<file path="config.mk">
export PLATFORM = sky130hd
export DESIGN_NAME = fp_align_unpack_flat
export DESIGN_NICKNAME = d
export VERILOG_FILES = /design/src/rtl/fp_pkg.sv /design/src/rtl/fp_align_unpack_if.sv /design/src/rtl/fp_classify.sv /design/src/rtl/fp_align_unpack.sv /design/src/flat_wrapper.sv
export SDC_FILE = /design/constraint.sdc
export NUM_CORES = 1
export LEC_CHECK = 0
export ABC_AREA = 1
export BUFFER_PORTS_ARGS = -buffer_cell sky130_fd_sc_hd__buf_4
export CORE_MARGIN = 5
export CORE_UTILIZATION = 45
export CTS_CLUSTER_DIAMETER = 40
export DETAILED_ROUTE_END_ITERATION = 12
export PLACE_DENSITY = 0.72
export SLEW_MARGIN = 15
export SYNTH_ARGS = -nofsm -noshare
export SYNTH_HDL_FRONTEND = slang
export SYNTH_SLANG_ARGS = --single-unit
</file>
<file path="constraint.sdc">
create_clock -name clk -period 7.6 [get_ports clk]
set_clock_uncertainty 0.05 [all_clocks]
set_input_delay 1.52 -clock clk [delete_from_list [all_inputs] [get_ports clk]]
set_output_delay 1.52 -clock clk [all_outputs]
set_load 0.005 [all_outputs]
</file>
<file path="src/rtl/fp_pkg.sv">
// Shared widths, constants, FSM states and operand class flags for the FP adder front end.
// Pure declarations: no latency or backpressure of its own.
package fp_pkg;
  localparam int EXP_W  = 8;
  localparam int FRAC_W = 23;
  localparam int MANT_W = 32;

  localparam logic [EXP_W-1:0] EXP_MAX = 8'hFF;
  localparam int BIAS = 127;

  typedef enum logic [1:0] {
    IDLE,
    SHIFT,
    OP,
    DONE
  } alignStateE;

  typedef struct packed {
    logic isNaN;
    logic isInf;
    logic isZero;
  } fpClassT;

  function automatic int unbiasedExp(input logic [EXP_W-1:0] e);
    return int'(e) - BIAS;
  endfunction
endpackage

</file>
<file path="src/rtl/fp_align_unpack_if.sv">
// Operand/result bundle between the producer, the align stage and the normalize stage.
// slave: the align stage; master: whoever drives operands and consumes results.
interface fp_align_unpack_if;
  import fp_pkg::*;

  logic              in_valid;
  logic              in_ready;
  logic [31:0]       A;
  logic [31:0]       B;
  logic              out_valid;
  logic              out_ready;
  logic [31:0]       A_q;
  logic [31:0]       B_q;
  logic              signA;
  logic              signB;
  logic              ANaN;
  logic              BNaN;
  logic              Ainf;
  logic              Binf;
  logic              Azero;
  logic              Bzero;
  logic              alignedSign;
  logic [MANT_W-1:0] alignedResult;
  logic              carryOut;
  logic [EXP_W-1:0]  exponentOut;

  modport slave (
    input  in_valid, A, B, out_ready,
    output in_ready, out_valid, A_q, B_q, signA, signB,
           ANaN, BNaN, Ainf, Binf, Azero, Bzero,
           alignedSign, alignedResult, carryOut, exponentOut
  );

  modport master (
    output in_valid, A, B, out_ready,
    input  in_ready, out_valid, A_q, B_q, signA, signB,
           ANaN, BNaN, Ainf, Binf, Azero, Bzero,
           alignedSign, alignedResult, carryOut, exponentOut
  );
endinterface

</file>
<file path="src/rtl/fp_classify.sv">
// Combinational unpack/classify of one IEEE-754 single; no latency, no backpressure.
// FP_FLUSH_SUBNORMAL_EN: subnormals are reported as zero with a zero mantissa.
module fp_classify
  import fp_pkg::*;
(
  input  logic [31:0]       op,
  output logic              sign,
  output logic [EXP_W-1:0]  effExp,
  output logic [MANT_W-1:0] mant,
  output fpClassT           cls
);
  logic [EXP_W-1:0]  expField;
  logic [FRAC_W-1:0] frac;
  logic              expIsZero;

  always_comb begin
    expField  = op[30:23];
    frac      = op[22:0];
    expIsZero = (expField == '0);
    sign      = op[31];
    effExp    = expIsZero ? 8'd1 : expField;

    cls.isNaN = (expField == EXP_MAX) && (frac != '0);
    cls.isInf = (expField == EXP_MAX) && (frac == '0);
`ifdef FP_FLUSH_SUBNORMAL_EN
    cls.isZero = expIsZero;
    mant       = expIsZero ? '0 : {1'b1, frac, 8'b0};
`else
    cls.isZero = expIsZero && (frac == '0);
    mant       = {~expIsZero, frac, 8'b0};
`endif
  end
endmodule

</file>
<file path="src/rtl/fp_align_unpack.sv">
// FP adder front end: classify, magnitude-order, iteratively align and add/subtract.
// Latency ceil(d/SHIFT_STEP)+1 edges after accept; one in flight; result held until out_ready.
module fp_align_unpack
  import fp_pkg::*;
#(
  parameter int SHIFT_STEP = 4,
  parameter int MAX_SHIFT  = 32
) (
  input  logic              clk,
  input  logic              rst_n,
  fp_align_unpack_if.slave  bus
);
  localparam logic [5:0]       STEP = 6'(SHIFT_STEP);
  localparam logic [EXP_W-1:0] MAXD = EXP_W'(MAX_SHIFT);

  logic              signAc, signBc;
  logic [EXP_W-1:0]  expAc, expBc;
  logic [MANT_W-1:0] mantAc, mantBc;
  fpClassT           clsA, clsB;

  fp_classify uClassA (.op(bus.A), .sign(signAc), .effExp(expAc), .mant(mantAc), .cls(clsA));
  fp_classify uClassB (.op(bus.B), .sign(signBc), .effExp(expBc), .mant(mantBc), .cls(clsB));

  alignStateE        state;
  logic [5:0]        remaining;
  logic [MANT_W-1:0] mantL, mantS;
  logic [EXP_W-1:0]  expL;
  logic              signL, effSub, special;

  logic              swapAB, specialIn;
  logic [EXP_W-1:0]  expDiff;
  logic [5:0]        distIn, stepNow;
  logic [63:0]       shiftWide;
  logic [MANT_W:0]   sum33;

  always_comb begin
    // B only wins on strictly greater magnitude, so equal magnitudes keep A as larger.
    swapAB    = {expBc, mantBc} > {expAc, mantAc};
    expDiff   = swapAB ? (expBc - expAc) : (expAc - expBc);
    distIn    = (expDiff > MAXD) ? MAXD[5:0] : expDiff[5:0];
    specialIn = (|clsA) | (|clsB);
    stepNow   = (remaining > STEP) ? STEP : remaining;
    // Lower half of the wide shift holds the bits falling off the end.
    shiftWide = {mantS, 32'b0} >> stepNow;
    sum33     = effSub ? ({1'b0, mantL} - {1'b0, mantS}) : ({1'b0, mantL} + {1'b0, mantS});
  end

  always_ff @(posedge clk or negedge rst_n) begin
    if (!rst_n) begin
      state             <= IDLE;
      remaining         <= '0;
      mantL             <= '0;
      mantS             <= '0;
      expL              <= '0;
      signL             <= 1'b0;
      effSub            <= 1'b0;
      special           <= 1'b0;
      bus.in_ready      <= 1'b1;
      bus.out_valid     <= 1'b0;
      bus.A_q           <= '0;
      bus.B_q           <= '0;
      bus.signA         <= 1'b0;
      bus.signB         <= 1'b0;
      bus.ANaN          <= 1'b0;
      bus.BNaN          <= 1'b0;
      bus.Ainf          <= 1'b0;
      bus.Binf          <= 1'b0;
      bus.Azero         <= 1'b0;
      bus.Bzero         <= 1'b0;
      bus.alignedSign   <= 1'b0;
      bus.alignedResult <= '0;
      bus.carryOut      <= 1'b0;
      bus.exponentOut   <= '0;
    end else begin
      case (state)
        IDLE: begin
          if (bus.in_valid && bus.in_ready) begin
            bus.A_q      <= bus.A;
            bus.B_q      <= bus.B;
            bus.signA    <= signAc;
            bus.signB    <= signBc;
            bus.ANaN     <= clsA.isNaN;
            bus.BNaN     <= clsB.isNaN;
            bus.Ainf     <= clsA.isInf;
            bus.Binf     <= clsB.isInf;
            bus.Azero    <= clsA.isZero;
            bus.Bzero    <= clsB.isZero;
            bus.in_ready <= 1'b0;
            mantL        <= swapAB ? mantBc : mantAc;
            mantS        <= swapAB ? mantAc : mantBc;
            expL         <= swapAB ? expBc : expAc;
            signL        <= swapAB ? signBc : signAc;
            effSub       <= signAc ^ signBc;
            special      <= specialIn;
            remaining    <= distIn;
            state        <= (specialIn || distIn == '0) ? OP : SHIFT;
          end
        end
        SHIFT: begin
          mantS     <= shiftWide[63:32] | {31'b0, |shiftWide[31:0]};
          remaining <= remaining - stepNow;
          if (remaining == stepNow) state <= OP;
        end
        OP: begin
          if (special || sum33 == '0) begin
            bus.alignedSign   <= 1'b0;
            bus.exponentOut   <= '0;
            bus.alignedResult <= '0;
            bus.carryOut      <= 1'b0;
          end else begin
            bus.alignedSign   <= signL;
            bus.exponentOut   <= expL;
            bus.alignedResult <= sum33[MANT_W-1:0];
            bus.carryOut      <= sum33[MANT_W];
          end
          bus.out_valid <= 1'b1;
          state         <= DONE;
        end
        DONE: begin
          if (bus.out_ready) begin
            bus.out_valid <= 1'b0;
            bus.in_ready  <= 1'b1;
            state         <= IDLE;
          end
        end
        default: state <= IDLE;
      endcase
    end
  end
endmodule

</file>
<file path="src/flat_wrapper.sv">
// flat-port wrapper written by rule: the top's interface ports become plain ports
module fp_align_unpack_flat import fp_pkg::*;
#(
  parameter int SHIFT_STEP = 4,
  parameter int MAX_SHIFT  = 32
)
  (clk, rst_n, bus_in_valid, bus_A, bus_B, bus_out_ready, bus_in_ready, bus_out_valid, bus_A_q, bus_B_q, bus_signA, bus_signB, bus_ANaN, bus_BNaN, bus_Ainf, bus_Binf, bus_Azero, bus_Bzero, bus_alignedSign, bus_alignedResult, bus_carryOut, bus_exponentOut);
  fp_align_unpack_if bus_i ();
  input  logic clk;
  input  logic rst_n;
  input wire logic [$bits(bus_i.in_valid)-1:0] bus_in_valid;
  input wire logic [$bits(bus_i.A)-1:0] bus_A;
  input wire logic [$bits(bus_i.B)-1:0] bus_B;
  input wire logic [$bits(bus_i.out_ready)-1:0] bus_out_ready;
  output wire logic [$bits(bus_i.in_ready)-1:0] bus_in_ready;
  output wire logic [$bits(bus_i.out_valid)-1:0] bus_out_valid;
  output wire logic [$bits(bus_i.A_q)-1:0] bus_A_q;
  output wire logic [$bits(bus_i.B_q)-1:0] bus_B_q;
  output wire logic [$bits(bus_i.signA)-1:0] bus_signA;
  output wire logic [$bits(bus_i.signB)-1:0] bus_signB;
  output wire logic [$bits(bus_i.ANaN)-1:0] bus_ANaN;
  output wire logic [$bits(bus_i.BNaN)-1:0] bus_BNaN;
  output wire logic [$bits(bus_i.Ainf)-1:0] bus_Ainf;
  output wire logic [$bits(bus_i.Binf)-1:0] bus_Binf;
  output wire logic [$bits(bus_i.Azero)-1:0] bus_Azero;
  output wire logic [$bits(bus_i.Bzero)-1:0] bus_Bzero;
  output wire logic [$bits(bus_i.alignedSign)-1:0] bus_alignedSign;
  output wire logic [$bits(bus_i.alignedResult)-1:0] bus_alignedResult;
  output wire logic [$bits(bus_i.carryOut)-1:0] bus_carryOut;
  output wire logic [$bits(bus_i.exponentOut)-1:0] bus_exponentOut;
  assign bus_i.in_valid = bus_in_valid;
  assign bus_i.A = bus_A;
  assign bus_i.B = bus_B;
  assign bus_i.out_ready = bus_out_ready;
  assign bus_in_ready = bus_i.in_ready;
  assign bus_out_valid = bus_i.out_valid;
  assign bus_A_q = bus_i.A_q;
  assign bus_B_q = bus_i.B_q;
  assign bus_signA = bus_i.signA;
  assign bus_signB = bus_i.signB;
  assign bus_ANaN = bus_i.ANaN;
  assign bus_BNaN = bus_i.BNaN;
  assign bus_Ainf = bus_i.Ainf;
  assign bus_Binf = bus_i.Binf;
  assign bus_Azero = bus_i.Azero;
  assign bus_Bzero = bus_i.Bzero;
  assign bus_alignedSign = bus_i.alignedSign;
  assign bus_alignedResult = bus_i.alignedResult;
  assign bus_carryOut = bus_i.carryOut;
  assign bus_exponentOut = bus_i.exponentOut;
  fp_align_unpack #(.SHIFT_STEP(SHIFT_STEP), .MAX_SHIFT(MAX_SHIFT)) u_core (.clk(clk), .rst_n(rst_n), .bus(bus_i));
endmodule
</file>
==> results of run 1 <==
synth_stat cells (all sizes together) (7+ instances only):
cell type	count
nand3	100
inv	238
ha	68
dfrtp	188
nor3	19
a22oi	7
nor2	187
nand3b	7
mux2i	17
buf	20
xor2	39
a21oi	114
a2bb2oi	14
o21ai	283
nand2	497
nand4	30
clkbuf	72
o22ai	8
a31oi	12
nor4	11
report_power, final:
part,total [W],switching (W),internal (W)
clock,0.000876,0.000440,0.000436
combinational,0.00501,0.00322,0.00179
sequential,0.00186,0.000395,0.00146
worst reg2reg max path, stage by stage, from the launching register on:
cell and delay, ps:
sky130_fd_sc_hd__dfrtp_1 430, sky130_fd_sc_hd__inv_1 250, sky130_fd_sc_hd__ha_1 350, sky130_fd_sc_hd__nand3_2 150
sky130_fd_sc_hd__nor2_1 360, sky130_fd_sc_hd__nand3_1 160, sky130_fd_sc_hd__nor2_1 110, sky130_fd_sc_hd__inv_1 60
sky130_fd_sc_hd__nor2_1 140, sky130_fd_sc_hd__nand3_1 170, sky130_fd_sc_hd__nand2_1 110, sky130_fd_sc_hd__xor2_1 210
sky130_fd_sc_hd__ha_1 340, sky130_fd_sc_hd__a21oi_1 250, sky130_fd_sc_hd__inv_1 70, sky130_fd_sc_hd__a31oi_1 310
sky130_fd_sc_hd__o21ai_0 200, sky130_fd_sc_hd__nor2_1 210, sky130_fd_sc_hd__nand2_1 70, sky130_fd_sc_hd__nand2_1 70
sky130_fd_sc_hd__nand2_1 60, sky130_fd_sc_hd__nor2_1 100, sky130_fd_sc_hd__nand2_1 60, sky130_fd_sc_hd__nor2_1 200
sky130_fd_sc_hd__nand4_4 600, sky130_fd_sc_hd__nand3_1 320, sky130_fd_sc_hd__nand2_1 80
cell type report:
cell class	count	area [um^2]	share of cell area (%)
inverter	240	903	5.73
timing repair buffer	194	1470	9.33
clock inverter	13	109	0.691
clock buffer	18	439	2.79
sequential	189	4730	30.0
tap	390	488	3.10
multi-input combinational	1456	7620	48.3
registers in the layout, summed over array words and instances, names as in the netlist, 2 cells and up:
name,count
u_core.expL,8
u_core.mantL,24
u_core.remaining,6
u_core.mantS,32
u_core.state,2
u_core.bus.exponentOut,8
u_core.bus.A_q,31
u_core.bus.B_q,31
u_core.bus.alignedResult,32
metrics by stage:
step | power (W) | setup WS, ps | util, %
2_1_floorplan | 0.00509 | 3530 | -
3_3_place_gp | 0.00674 | 2020 | 51.0
3_5_place_dp | 0.00678 | 2110 | 51.0
4_1_cts | 0.00769 | 2040 | 52.9
5_1_grt | 0.00842 | 1570 | 52.9
6_report | 0.00775 | 1960 | 52.9
layout by cell type (no fill, tap or decap), types with 8 or more instances in the layout:
| cell type | n |
|---|---|
| sky130_fd_sc_hd__a21oi_1 | 113 |
| sky130_fd_sc_hd__a2bb2oi_1 | 14 |
| sky130_fd_sc_hd__a31oi_1 | 12 |
| sky130_fd_sc_hd__buf_4 | 191 |
| sky130_fd_sc_hd__clkbuf_16 | 17 |
| sky130_fd_sc_hd__dfrtp_1 | 188 |
| sky130_fd_sc_hd__ha_1 | 68 |
| sky130_fd_sc_hd__inv_1 | 230 |
| sky130_fd_sc_hd__mux2i_1 | 17 |
| sky130_fd_sc_hd__nand2_1 | 492 |
| sky130_fd_sc_hd__nand3_1 | 85 |
| sky130_fd_sc_hd__nand3_2 | 15 |
| sky130_fd_sc_hd__nand4_1 | 29 |
| sky130_fd_sc_hd__nor2_1 | 180 |
| sky130_fd_sc_hd__nor3_1 | 17 |
| sky130_fd_sc_hd__nor4_1 | 11 |
| sky130_fd_sc_hd__o21ai_0 | 280 |
| sky130_fd_sc_hd__o22ai_1 | 8 |
| sky130_fd_sc_hd__xor2_1 | 39 |
routing by layer:
metal | routed length [um] | up-vias
met5 | 20 | -
met4 | 1360 | 2
met3 | 3270 | 81
met2 | 20700 | 569
met1 | 20500 | 6478
li1 | - | 6732
path summary, 6_finish.rpt:
kind	start	endpoint	slack, ps
worst max register to register	u_core.mantS[0]$_DFFE_PN0P_	u_core.bus.alignedResult[26]$_DFFE_PN0P_	1960
worst min register to register	u_core.bus.alignedResult[13]$_DFFE_PN0P_	u_core.bus.alignedResult[13]$_DFFE_PN0P_	430
max in group asynchronous	rst_n	u_core.bus.alignedResult[12]$_DFFE_PN0P_	5040
min in group asynchronous	rst_n	u_core.mantS[19]$_DFFE_PN0P_	1100
worst min-delay path	u_core.bus.alignedResult[13]$_DFFE_PN0P_	u_core.bus.alignedResult[13]$_DFFE_PN0P_	430
worst max-delay path	u_core.mantS[0]$_DFFE_PN0P_	u_core.bus.alignedResult[26]$_DFFE_PN0P_	1960
cells by family after synthesis:
group	synth area share, %
compound gates	18.6
fa+ha+maj	6.53
flops	34.7
xor+xnor	2.70
mux	1.25
simple gates	26.6
other cells	0.0275
buf+inv	9.57
==> impl_metrics.prom, run 1 <==
# TYPE chip_impl_metric gauge
chip_impl_metric{name="register_bit_count_reported_by_yosys",unit=""} 189
chip_impl_info{name="cts_root_buf",value="sky130_fd_sc_hd__clkbuf_16"} 1
chip_impl_metric{name="chipWidth",unit="um"} 184
chip_impl_metric{name="tritoncts_num_sinks",unit=""} 189
chip_impl_metric{name="synth.avg_cell_area",unit="um^2"} 6.90
chip_impl_metric{name="number_of_optimization_iterations_in_the_first_detailed_route_pass",unit=""} 6
chip_impl_metric{name="async_set_or_reset_flop_fraction_in_the_synthesized_netlist",unit="%"} 100
chip_impl_metric{name="grt_util_met1",unit="%"} 37.5
chip_impl_metric{name="timing_worst_slew_pin_value",unit="ps"} 988
chip_impl_metric{name="final_setup_vio_count",unit=""} 0
chip_impl_metric{name="synth_fp_nets",unit=""} 2115
chip_impl_metric{name="hold-worst-slack",unit="ps"} 434
chip_impl_metric{name="static-leakage-power",unit="nW"} 8.35
chip_impl_metric{name="die_area",unit="um^2"} 33900
chip_impl_info{name="grt_busiest_layer",value="met2"} 1
chip_impl_metric{name="synth_sequential_area_ratio",unit="%"} 34.7
chip_impl_metric{name="detailroute.via_count",unit=""} 13900
chip_impl_metric{name="ctsResizeCount",unit=""} 0
chip_impl_metric{name="detailedPlacementHpwl",unit="mm"} 35.5
chip_impl_metric{name="post_synth_inst_count",unit=""} 1977
chip_impl_metric{name="cts.reportedPaths.clkPinSlew",unit="ps"} 70
chip_impl_info{name="grt_setup_unrepaired",value="no"} 1
chip_impl_metric{name="worst_max_slew_margin_expressed_relative_to_the_limit",unit="%"} 34.1
chip_impl_metric{name="number_of_buffers_added_to_fix_hold_violations_after_cts",unit=""} 0
chip_impl_metric{name="vias_per_cell",unit=""} 5.54
chip_impl_metric{name="place_area",unit="um^2"} 15200
chip_impl_metric{name="clock_latency_on_the_worst_skew_pair",unit="ps"} 450
chip_impl_metric{name="globalRouteOverflowTotal",unit=""} 0
chip_impl_metric{name="n_antenna_cell",unit=""} 0
chip_impl_metric{name="cp_data_required_time",unit="ps"} 7880
chip_impl_metric{name="globalRouteMet3Util",unit="%"} 4.58
chip_impl_metric{name="timing.final.max_slew_violations",unit=""} 0
chip_impl_metric{name="synth_cell_types",unit=""} 52
chip_impl_info{name="synth_top_area_cell",value="sky130_fd_sc_hd__dfrtp_1"} 1
chip_impl_metric{name="drt_iter0_markers",unit=""} 1391
chip_impl_metric{name="vdd_ir_drop_max",unit="mV"} 0.233
chip_impl_metric{name="clock_path_buffers",unit=""} 2
chip_impl_metric{name="critPathMaxStageDelay",unit="ps"} 600
chip_impl_metric{name="finalCritPeriodShare",unit="%"} 74.2
chip_impl_metric{name="nFillCells",unit=""} 3004
chip_impl_metric{name="worst-path-buf-inv",unit=""} 3
chip_impl_info{name="startpoint_type",value="register"} 1
chip_impl_metric{name="r2r.worst_path.cells",unit=""} 26
chip_impl_metric{name="globalplace.congestion",unit=""} 0.941
chip_impl_metric{name="cp_max_fo",unit=""} 41
chip_impl_metric{name="remaining_drc_errors",unit=""} 0
chip_impl_metric{name="antenna_found_initial",unit=""} 1
chip_impl_metric{name="design.portCount",unit=""} 184
chip_impl_metric{name="mappedNetlistArea",unit="um^2"} 13600
chip_impl_metric{name="maximum_clock_frequency",unit="MHz"} 177
chip_impl_metric{name="fin_tns_setup",unit="ps"} 0
chip_impl_info{name="tritoncts",value="built"} 1
chip_impl_metric{name="nNetsFinal",unit=""} 2236
chip_impl_metric{name="yosys_warnings",unit=""} 0
chip_impl_info{name="synth.area.top_cells",value="sky130_fd_sc_hd__dfrtp_1 (34%), sky130_fd_sc_hd__nand2_1 (14%), sky130_fd_sc_hd__o21ai_0 (10%)"} 1
chip_impl_metric{name="synth_top_cell_area_share",unit="%"} 34.5
chip_impl_metric{name="power.density",unit="nW/um^2"} 492
chip_impl_metric{name="floorplan.rows",unit=""} 63
chip_impl_info{name="worst_hold_path_type",value="reg2reg"} 1
chip_impl_metric{name="cap_violations",unit=""} 0
chip_impl_metric{name="placedCellCount",unit=""} 2469
chip_impl_metric{name="post_cts.repair.setup_buffers",unit=""} 0
chip_impl_metric{name="critical_path_arrival",unit="ps"} 5920
chip_impl_metric{name="grt_first_pass_wirelength",unit="mm"} 72.5
chip_impl_metric{name="final_design_area_no_fill",unit="um^2"} 15800
chip_impl_metric{name="final_layout_size_suffix_gt1_share",unit="%"} 12.8
chip_impl_info{name="worst_path_max_delay_cell",value="sky130_fd_sc_hd__nand4_4"} 1
chip_impl_metric{name="grt_max_degree",unit=""} 137
chip_impl_metric{name="timing.critical_path.depth",unit=""} 26
chip_impl_metric{name="synth_edf_count",unit=""} 0
chip_impl_metric{name="wl_per_cell",unit="um"} 18.3
chip_impl_metric{name="finalHoldViolations",unit=""} 0
chip_impl_metric{name="layout.cells.non_filler",unit=""} 2500
chip_impl_metric{name="core_area",unit="um^2"} 29800
chip_impl_metric{name="die_h",unit="um"} 184
chip_impl_info{name="cpLargestDelayFamily",value="simple AND/OR/NAND/NOR gates"} 1
chip_impl_metric{name="first_global_vias",unit=""} 13300
chip_impl_info{name="outcome",value="completed"} 1
chip_impl_metric{name="timing.hold.worst_path_depth",unit=""} 2
chip_impl_metric{name="period_minus_slack",unit="ps"} 5640
chip_impl_metric{name="numPortBuffers",unit=""} 183
chip_impl_metric{name="cts_htree_levels",unit=""} 4
chip_impl_metric{name="initial_utilization",unit="%"} 45.8
chip_impl_info{name="crit_path_end_kind",value="register"} 1
chip_impl_metric{name="grt_util_met2",unit="%"} 42.0
chip_impl_metric{name="routed_wirelength",unit="mm"} 45.8
chip_impl_metric{name="groute.usage.overall",unit="%"} 26.7
chip_impl_metric{name="detail-route-antenna-nets",unit=""} 0
chip_impl_metric{name="cts-buffers-inserted",unit=""} 17
chip_impl_info{name="timing_worst_setup_path_type",value="reg2reg"} 1
chip_impl_metric{name="layout-area-overhead-vs-synth",unit="%"} 15.5
chip_impl_info{name="synth-main-ff-cell",value="sky130_fd_sc_hd__dfrtp_1"} 1
(Power assumes the default switching activity.)
==> run 2: changes to the inputs <==
==> constraint.sdc (replaced) <==
create_clock -name clk -period 5.7 [get_ports clk]
set_clock_uncertainty 0.05 [all_clocks]
set_input_delay 1.14 -clock clk [delete_from_list [all_inputs] [get_ports clk]]
set_output_delay 1.14 -clock clk [all_outputs]
set_load 0.005 [all_outputs]
==> impl_metrics.prom, run 2 (synthesis results as in run 1) <==
# TYPE chip_impl_metric gauge
chip_impl_metric{name="timing.final.max_slew_violations",unit=""} 0
chip_impl_metric{name="cap_violations",unit=""} 0
chip_impl_info{name="final_common_cell",value="sky130_fd_sc_hd__nand2_1"} 1
chip_impl_metric{name="nFillCells",unit=""} 2969
chip_impl_metric{name="worst_max_slew_margin_expressed_relative_to_the_limit",unit="%"} 28.1
chip_impl_info{name="tritoncts",value="built"} 1
chip_impl_metric{name="cp_data_required_time",unit="ps"} 5980
chip_impl_metric{name="worst-path-buf-inv",unit=""} 3
chip_impl_metric{name="numPortBuffers",unit=""} 183
chip_impl_metric{name="antenna_found_initial",unit=""} 1
chip_impl_metric{name="grt_max_degree",unit=""} 115
chip_impl_metric{name="post-place-ws",unit="ps"} 537
chip_impl_metric{name="timing_worst_slew_pin_value",unit="ps"} 1080
chip_impl_metric{name="number_of_buffers_added_to_fix_hold_violations_after_cts",unit=""} 0
chip_impl_info{name="worst_hold_path_type",value="reg2reg"} 1
chip_impl_metric{name="cts.reportedPaths.clkPinSlew",unit="ps"} 80
chip_impl_metric{name="detailroute.via_count",unit=""} 14100
chip_impl_metric{name="detail-route-antenna-nets",unit=""} 0
chip_impl_metric{name="vdd_ir_drop_max",unit="mV"} 0.268
chip_impl_metric{name="cts-buffers-inserted",unit=""} 17
chip_impl_metric{name="finalCritPeriodShare",unit="%"} 89.8
chip_impl_metric{name="globalRouteOverflowTotal",unit=""} 0
chip_impl_metric{name="ctsResizeCount",unit=""} 0
chip_impl_metric{name="remaining_drc_errors",unit=""} 0
chip_impl_metric{name="first_global_vias",unit=""} 13700
chip_impl_metric{name="die_area",unit="um^2"} 33900
chip_impl_metric{name="power.density",unit="nW/um^2"} 662
chip_impl_metric{name="r2r.worst_path.cells",unit=""} 30
chip_impl_info{name="cpLargestDelayFamily",value="simple AND/OR/NAND/NOR gates"} 1
chip_impl_metric{name="rrSetupSlack",unit="ps"} 580
chip_impl_metric{name="layout-area-overhead-vs-synth",unit="%"} 16.2
chip_impl_metric{name="n_antenna_cell",unit=""} 0
chip_impl_info{name="worst_hold_startpoint",value="u_core.special$_DFFE_PN0P_"} 1
chip_impl_metric{name="vias_per_cell",unit=""} 5.63
chip_impl_metric{name="globalplace.congestion",unit=""} 0.987
chip_impl_metric{name="period_minus_slack",unit="ps"} 5120
chip_impl_metric{name="critical_path_arrival",unit="ps"} 5400
chip_impl_metric{name="design.portCount",unit=""} 184
chip_impl_metric{name="initial_utilization",unit="%"} 45.8
chip_impl_metric{name="tritoncts_num_sinks",unit=""} 189
chip_impl_metric{name="grt_first_pass_wirelength",unit="mm"} 74.0
chip_impl_info{name="cell_repeated_most_along_the_worst_path",value="sky130_fd_sc_hd__nand2_1"} 1
chip_impl_metric{name="finalHoldViolations",unit=""} 0
chip_impl_info{name="timing_worst_setup_path_type",value="reg2reg"} 1
chip_impl_metric{name="final_setup_vio_count",unit=""} 0
chip_impl_metric{name="hold-worst-slack",unit="ps"} 418
chip_impl_metric{name="final_setup_margin",unit="ps"} 579
chip_impl_metric{name="critPathMaxStageDelay",unit="ps"} 440
chip_impl_info{name="crit_path_end_kind",value="register"} 1
chip_impl_info{name="critical_r2r_capture",value="u_core.bus.alignedResult[21]$_DFFE_PN0P_"} 1
chip_impl_metric{name="drt_iter0_markers",unit=""} 1369
chip_impl_info{name="hold-path-endpoint",value="u_core.bus.carryOut$_DFFE_PN0P_"} 1
chip_impl_metric{name="timing.hold.worst_path_depth",unit=""} 1
chip_impl_info{name="reg2reg_from",value="u_core.mantS[2]$_DFFE_PN0P_"} 1
chip_impl_metric{name="static-leakage-power",unit="nW"} 8.39
chip_impl_metric{name="number_of_optimization_iterations_in_the_first_detailed_route_pass",unit=""} 6
chip_impl_info{name="grt_setup_unrepaired",value="no"} 1
chip_impl_metric{name="routed_wirelength",unit="mm"} 47.0
chip_impl_metric{name="cp_max_fo",unit=""} 41
chip_impl_metric{name="core_area",unit="um^2"} 29800
chip_impl_info{name="startpoint_type",value="register"} 1
chip_impl_info{name="top_flop_regs",value="u_core.bus.alignedResult: 32 flops, u_core.mantS: 32 flops"} 1
chip_impl_metric{name="post_cts.repair.setup_buffers",unit=""} 0
chip_impl_metric{name="detailedPlacementHpwl",unit="mm"} 36.6
chip_impl_metric{name="floorplan.rows",unit=""} 63
chip_impl_metric{name="chipWidth",unit="um"} 184
chip_impl_metric{name="fin_tns_setup",unit="ps"} 0
chip_impl_metric{name="wl_per_cell",unit="um"} 18.8
chip_impl_info{name="final_cell_mix",value="sky130_fd_sc_hd__nand2_1 (492), sky130_fd_sc_hd__o21ai_0 (280), sky130_fd_sc_hd__inv_1 (230)"} 1
chip_impl_metric{name="cts_htree_levels",unit=""} 4
chip_impl_metric{name="nNetsFinal",unit=""} 2241
chip_impl_info{name="worst_path_max_delay_cell",value="sky130_fd_sc_hd__dfrtp_1"} 1
chip_impl_metric{name="maximum_clock_frequency",unit="MHz"} 195
chip_impl_metric{name="clock_latency_on_the_worst_skew_pair",unit="ps"} 450
chip_impl_info{name="cts_root_buf",value="sky130_fd_sc_hd__clkbuf_16"} 1
chip_impl_metric{name="clock_path_buffers",unit=""} 2
chip_impl_metric{name="die_h",unit="um"} 184
chip_impl_info{name="outcome",value="completed"} 1
chip_impl_metric{name="final_layout_size_suffix_gt1_share",unit="%"} 13.1
chip_impl_metric{name="groute.usage.overall",unit="%"} 27.4
-- run 2: worst max path at each step --
stage | startpoint | endpoint | slack [ps] | cells past startpoint
2_1_floorplan | u_core.mantS[6]$_DFFE_PN0P_ | u_core.bus.alignedResult[29]$_DFFE_PN0P_ | 1670 | 30
3_3_place_gp | u_core.mantS[2]$_DFFE_PN0P_ | u_core.bus.alignedResult[10]$_DFFE_PN0P_ | 580 | 30
3_5_place_dp | u_core.mantS[2]$_DFFE_PN0P_ | u_core.bus.alignedResult[2]$_DFFE_PN0P_ | 540 | 30
4_1_cts | u_core.mantS[2]$_DFFE_PN0P_ | u_core.bus.alignedResult[21]$_DFFE_PN0P_ | 510 | 30
5_1_grt | u_core.mantS[6]$_DFFE_PN0P_ | u_core.bus.alignedResult[22]$_DFFE_PN0P_ | 40 | 30
6_report | u_core.mantS[2]$_DFFE_PN0P_ | u_core.bus.alignedResult[21]$_DFFE_PN0P_ | 580 | 30
-- run 2: worst register-to-register path: cells and delay by family, from the launching register on --
family / cells / cell delay [ps]
adder cells (fa/ha/maj): 1 / 370
AO/OA/AOI/OAI: 3 / 670
buffers and inverters: 3 / 480
flip-flops: 1 / 440
XOR/XNOR: 1 / 160
AND/OR/NAND/NOR: 22 / 2830
-- run 2: layout make-up --
type | count | area [um^2] | area share, %
repair buffers | 199 | 1510 | 9.54
well taps | 390 | 488 | 3.08
clock inverters | 14 | 165 | 1.04
inverters | 240 | 903 | 5.70
multi-input cells | 1456 | 7630 | 48.1
clock buffers | 17 | 425 | 2.68
flip-flops and latches | 189 | 4730 | 29.8
-- run 2: per-layer routing --
metal / up-vias / track usage [%] / wire, um
li1: 6746 / - / -
met1: 6636 / 37.7 / 20600
met5: - / 0 / 14
met3: 92 / 5.25 / 3760
met2: 635 / 43.3 / 21200
met4: 2 / 9.61 / 1520
-- run 2: where the power goes --
group          internal [W]  switching [W]  total, W
sequential          0.00195       0.000509   0.00246
clock              0.000628       0.000605   0.00123
combinational       0.00241        0.00440   0.00681
total               0.00499        0.00551    0.0105
-- run 2: stage by stage --
stage | area, um^2 | std cells | power (W) | util (%)
2_1_floorplan | 13600 | 1977 | 0.00678 | -
3_3_place_gp | 15300 | 2474 | 0.00913 | 51.2
3_5_place_dp | 15300 | 2474 | 0.00917 | 51.2
4_1_cts | 15800 | 2505 | 0.0104 | 53.2
5_1_grt | 15900 | 2505 | 0.0114 | 53.2
6_report | 15900 | 2505 | 0.0105 | 53.2
==> run 3: changes to the inputs <==
--- a/config.mk
+++ b/config.mk
@@ -5,13 +5,14 @@
 export SDC_FILE = /design/constraint.sdc
 export NUM_CORES = 1
 export LEC_CHECK = 0
-export ABC_AREA = 1
 export BUFFER_PORTS_ARGS = -buffer_cell sky130_fd_sc_hd__buf_4
+export CELL_PAD_IN_SITES_DETAIL_PLACEMENT = 0
+export CELL_PAD_IN_SITES_GLOBAL_PLACEMENT = 1
 export CORE_MARGIN = 5
-export CORE_UTILIZATION = 45
+export CORE_UTILIZATION = 40
 export CTS_CLUSTER_DIAMETER = 40
 export DETAILED_ROUTE_END_ITERATION = 12
-export PLACE_DENSITY = 0.72
+export PLACE_DENSITY = 0.85
 export SLEW_MARGIN = 15
 export SYNTH_ARGS = -nofsm -noshare
 export SYNTH_HDL_FRONTEND = slang
==> constraint.sdc (replaced) <==
create_clock -name clk -period 4.3 [get_ports clk]
set_clock_uncertainty 0.05 [all_clocks]
set_input_delay 0.86 -clock clk [delete_from_list [all_inputs] [get_ports clk]]
set_output_delay 0.86 -clock clk [all_outputs]
set_load 0.005 [all_outputs]
==> impl_metrics.prom, run 3 <==
# TYPE chip_impl_metric gauge
chip_impl_metric{name="final_layout_size_suffix_gt1_share",unit="%"} 26.0
chip_impl_metric{name="synth.avg_cell_area",unit="um^2"} 8.17
chip_impl_info{name="top_flop_regs",value="u_core.bus.alignedResult: 32 flops, u_core.mantS: 32 flops"} 1
chip_impl_metric{name="timing.final.max_slew_violations",unit=""} 0
chip_impl_metric{name="cap_violations",unit=""} 0
chip_impl_info{name="synth.area.top_cells",value="sky130_fd_sc_hd__dfrtp_1 (33%), sky130_fd_sc_hd__nand2_1 (9.0%), sky130_fd_sc_hd__o21ai_0 (6.2%)"} 1
chip_impl_metric{name="critical_path_arrival",unit="ps"} 4840
chip_impl_info{name="cts_root_buf",value="sky130_fd_sc_hd__clkbuf_16"} 1
chip_impl_metric{name="part_of_the_power_in_the_clock_network",unit="%"} 10.0
chip_impl_info{name="final_common_cell",value="sky130_fd_sc_hd__buf_4"} 1
chip_impl_info{name="synth-main-ff-cell",value="sky130_fd_sc_hd__dfrtp_1"} 1
chip_impl_metric{name="number_of_optimization_iterations_in_the_first_detailed_route_pass",unit=""} 6
chip_impl_metric{name="cts_htree_levels",unit=""} 4
chip_impl_metric{name="finalHoldViolations",unit=""} 0
chip_impl_metric{name="synth_sequential_area_ratio",unit="%"} 33.7
chip_impl_metric{name="grt_util_met1",unit="%"} 34.7
chip_impl_metric{name="worst_max_slew_margin_expressed_relative_to_the_limit",unit="%"} 45.3
chip_impl_info{name="failing_checks",value="setup timing"} 1
chip_impl_info{name="worst_hold_path_type",value="in2async"} 1
chip_impl_metric{name="synth_edf_count",unit=""} 0
chip_impl_metric{name="clock_path_buffers",unit=""} 2
chip_impl_info{name="final_cell_mix",value="sky130_fd_sc_hd__buf_4 (393), sky130_fd_sc_hd__nand2_1 (334), sky130_fd_sc_hd__dfrtp_1 (188)"} 1
chip_impl_metric{name="tritoncts_num_sinks",unit=""} 189
chip_impl_metric{name="static-leakage-power",unit="nW"} 8.48
chip_impl_metric{name="numPortBuffers",unit=""} 183
chip_impl_metric{name="grt_first_pass_wirelength",unit="mm"} 75.6
chip_impl_info{name="startpoint_type",value="register"} 1
chip_impl_metric{name="grt_max_degree",unit=""} 91
chip_impl_metric{name="cell_internal_pwr",unit="W"} 0.00905
chip_impl_metric{name="die_area",unit="um^2"} 39000
chip_impl_info{name="crit_path_end_kind",value="register"} 1
chip_impl_metric{name="grt_util_met2",unit="%"} 36.4
chip_impl_metric{name="async_set_or_reset_flop_fraction_in_the_synthesized_netlist",unit="%"} 100
chip_impl_metric{name="n_antenna_cell",unit=""} 0
chip_impl_metric{name="core_area",unit="um^2"} 34600
chip_impl_metric{name="first_global_vias",unit=""} 13500
chip_impl_metric{name="cp_max_fo",unit=""} 6
chip_impl_metric{name="detailroute.via_count",unit=""} 14000
chip_impl_metric{name="detail-route-antenna-nets",unit=""} 0
chip_impl_metric{name="power.net_switching",unit="W"} 0.00784
chip_impl_info{name="grt_setup_unrepaired",value="yes"} 1
chip_impl_metric{name="layout.cells.non_filler",unit=""} 2476
chip_impl_metric{name="wl_per_cell",unit="um"} 19.1
chip_impl_metric{name="totalPowerFinal",unit="W"} 0.0169
chip_impl_metric{name="globalRouteMet3Util",unit="%"} 4.86
chip_impl_metric{name="die_h",unit="um"} 197
chip_impl_metric{name="layout-area-overhead-vs-synth",unit="%"} 27.9
chip_impl_metric{name="vias_per_cell",unit=""} 5.67
chip_impl_metric{name="mappedNetlistArea",unit="um^2"} 14000
chip_impl_info{name="timing_worst_setup_path_type",value="reg2reg"} 1
chip_impl_metric{name="maximum_clock_frequency",unit="MHz"} 219
chip_impl_metric{name="cp_data_required_time",unit="ps"} 4580
chip_impl_metric{name="routed_wirelength",unit="mm"} 47.3
chip_impl_metric{name="antenna_found_initial",unit=""} 0
chip_impl_metric{name="synth_fp_nets",unit=""} 1858
chip_impl_metric{name="globalRouteOverflowTotal",unit=""} 0
chip_impl_metric{name="synth_cell_types",unit=""} 95
chip_impl_metric{name="nNetsFinal",unit=""} 2146
chip_impl_info{name="outcome",value="complete, but fails checks"} 1
chip_impl_metric{name="final_setup_vio_count",unit=""} 11
chip_impl_metric{name="clock_latency_on_the_worst_skew_pair",unit="ps"} 460
chip_impl_metric{name="synth_top_cell_area_share",unit="%"} 33.5
chip_impl_metric{name="post_synth_inst_count",unit=""} 1720
chip_impl_info{name="ys_top_cells_by_count",value="sky130_fd_sc_hd__nand2_1 (335), sky130_fd_sc_hd__dfrtp_1 (188), sky130_fd_sc_hd__o21ai_0 (173)"} 1
chip_impl_metric{name="placedCellCount",unit=""} 2427
chip_impl_metric{name="number_of_buffers_added_to_fix_hold_violations_after_cts",unit=""} 0
chip_impl_metric{name="finalCritPeriodShare",unit="%"} 106
chip_impl_metric{name="cts-buffers-inserted",unit=""} 17
chip_impl_metric{name="detailedPlacementHpwl",unit="mm"} 36.8
chip_impl_metric{name="vdd_ir_drop_max",unit="mV"} 0.429
chip_impl_metric{name="register_bit_count_reported_by_yosys",unit=""} 189
chip_impl_metric{name="switching_share",unit="%"} 46.4
chip_impl_metric{name="design.portCount",unit=""} 184
chip_impl_metric{name="period_minus_slack",unit="ps"} 4570
chip_impl_metric{name="share_comb_of_total_power",unit="%"} 70.5
chip_impl_metric{name="initial_utilization",unit="%"} 40.6
chip_impl_metric{name="seqPwrFrac",unit="%"} 19.5
chip_impl_metric{name="cts.reportedPaths.clkPinSlew",unit="ps"} 70
chip_impl_metric{name="yosys_warnings",unit=""} 0
chip_impl_info{name="most_frequent_cell_after_synthesis",value="sky130_fd_sc_hd__nand2_1"} 1
chip_impl_metric{name="nFillCells",unit=""} 3253
chip_impl_metric{name="final_setup_margin",unit="ps"} -266
chip_impl_info{name="tritoncts",value="built"} 1
chip_impl_metric{name="floorplan.rows",unit=""} 68
chip_impl_metric{name="power.density",unit="nW/um^2"} 940
chip_impl_metric{name="chipWidth",unit="um"} 197
chip_impl_metric{name="globalplace.congestion",unit=""} 0.915
chip_impl_info{name="grt_busiest_layer",value="met2"} 1
chip_impl_metric{name="drt_iter0_markers",unit=""} 1373
chip_impl_info{name="synth_top_area_cell",value="sky130_fd_sc_hd__dfrtp_1"} 1
chip_impl_metric{name="rrSetupSlack",unit="ps"} -270
chip_impl_metric{name="remaining_drc_errors",unit=""} 0
chip_impl_metric{name="timing_worst_slew_pin_value",unit="ps"} 820
chip_impl_metric{name="groute.usage.overall",unit="%"} 23.9
-- run 3: what timing repair did --
item,in CTS,in global routing
cloned,1,1
gates resized for setup,20,25
pin swaps,14,29
setup endpoints to repair,11,12
setup buffers,6,9
-- run 3: kinds of logic (layout without fill, tap and decap cells) --
group           Yosys count  in the layout  share of synthesized area (%)
fa+ha+maj                70             70                           6.34
mux                      72             72                           7.12
buf+inv                 203            504                           5.75
compound gates          509            509                           23.3
xor+xnor                 57             57                           3.55
flops                   189            189                           33.7
simple gates            619            619                           20.2
other cells               1              1                         0.0267
-- run 3: routing by layer --
layer  vias to the layer above  part of all wire, %
li1                       6734                    -
met1                      6784                   47
met2                       464                   44
met3                        49                  6.6
met4                         0                  2.1
met5                         -                    0
-- run 3: power groups by stage --
stage	sequential [W]	clock, W	combinational, W
2_1_floorplan	0.00305	0	0.00657
3_3_place_gp	0.00327	0	0.0113
3_5_place_dp	0.00329	0	0.0114
4_1_cts	0.00328	0.00171	0.0115
5_1_grt	0.00339	0.00177	0.0130
6_report	0.00329	0.00168	0.0119
-- run 3: worst max-delay path, stage by stage, from the launching register on --
cell	delay, ps
sky130_fd_sc_hd__dfrtp_1	420
sky130_fd_sc_hd__inv_4	80
sky130_fd_sc_hd__ha_4	130
sky130_fd_sc_hd__nor4b_4	250
sky130_fd_sc_hd__and2_4	230
sky130_fd_sc_hd__nand3_4	90
sky130_fd_sc_hd__nor4_4	220
sky130_fd_sc_hd__nor2_1	80
sky130_fd_sc_hd__xnor2_1	170
sky130_fd_sc_hd__ha_2	330
sky130_fd_sc_hd__a2111oi_4	380
sky130_fd_sc_hd__o211ai_1	130
sky130_fd_sc_hd__o211ai_1	190
sky130_fd_sc_hd__nand2_1	140
sky130_fd_sc_hd__o21a_1	200
sky130_fd_sc_hd__or3_1	320
sky130_fd_sc_hd__a2111o_1	440
sky130_fd_sc_hd__nor4_4	150
sky130_fd_sc_hd__buf_4	190
sky130_fd_sc_hd__buf_8	140
sky130_fd_sc_hd__o211ai_2	90
-- run 3: layout make-up --
class,instances,area [um^2],share of cell area (%)
well taps,455,569,3.17
clock inverters,10,141,0.787
clock buffers,22,454,2.53
repair buffers,401,3060,17.0
inverters,71,269,1.50
multi-input cells,1328,8750,48.7
flip-flops and latches,189,4730,26.3
-- run 3: final timing paths --
check                                                from                                       end  cells past startpoint
max                           u_core.mantS[1]$_DFFE_PN0P_     u_core.bus.exponentOut[4]$_DFFE_PN0P_                     20
min                                                 rst_n  u_core.bus.alignedResult[25]$_DFFE_PN0P_                      1
max reg2reg                   u_core.mantS[1]$_DFFE_PN0P_     u_core.bus.exponentOut[4]$_DFFE_PN0P_                     20
min reg2reg                u_core.bus.B_q[16]$_DFFE_PN0P_            u_core.bus.B_q[16]$_DFFE_PN0P_                      2
max in group asynchronous                           rst_n            u_core.bus.B_q[17]$_DFFE_PN0P_                      2
min in group clk           u_core.bus.B_q[16]$_DFFE_PN0P_            u_core.bus.B_q[16]$_DFFE_PN0P_                      2
-- run 3: per-stage QoR --
step                hold slack, ps  area [um^2]  setup slack (ps)  setup TNS, ps  util, %
finish                         368        18000              -266          -2670     51.9
global route                   453        18000              -500          -5210     51.9
CTS                            428        17800              -296          -3090     51.4
detailed placement             417        17100              -422          -4680     49.3
global placement               406        17100              -303          -3440     49.3
floorplan                      400        14100             -62.4           -597        -
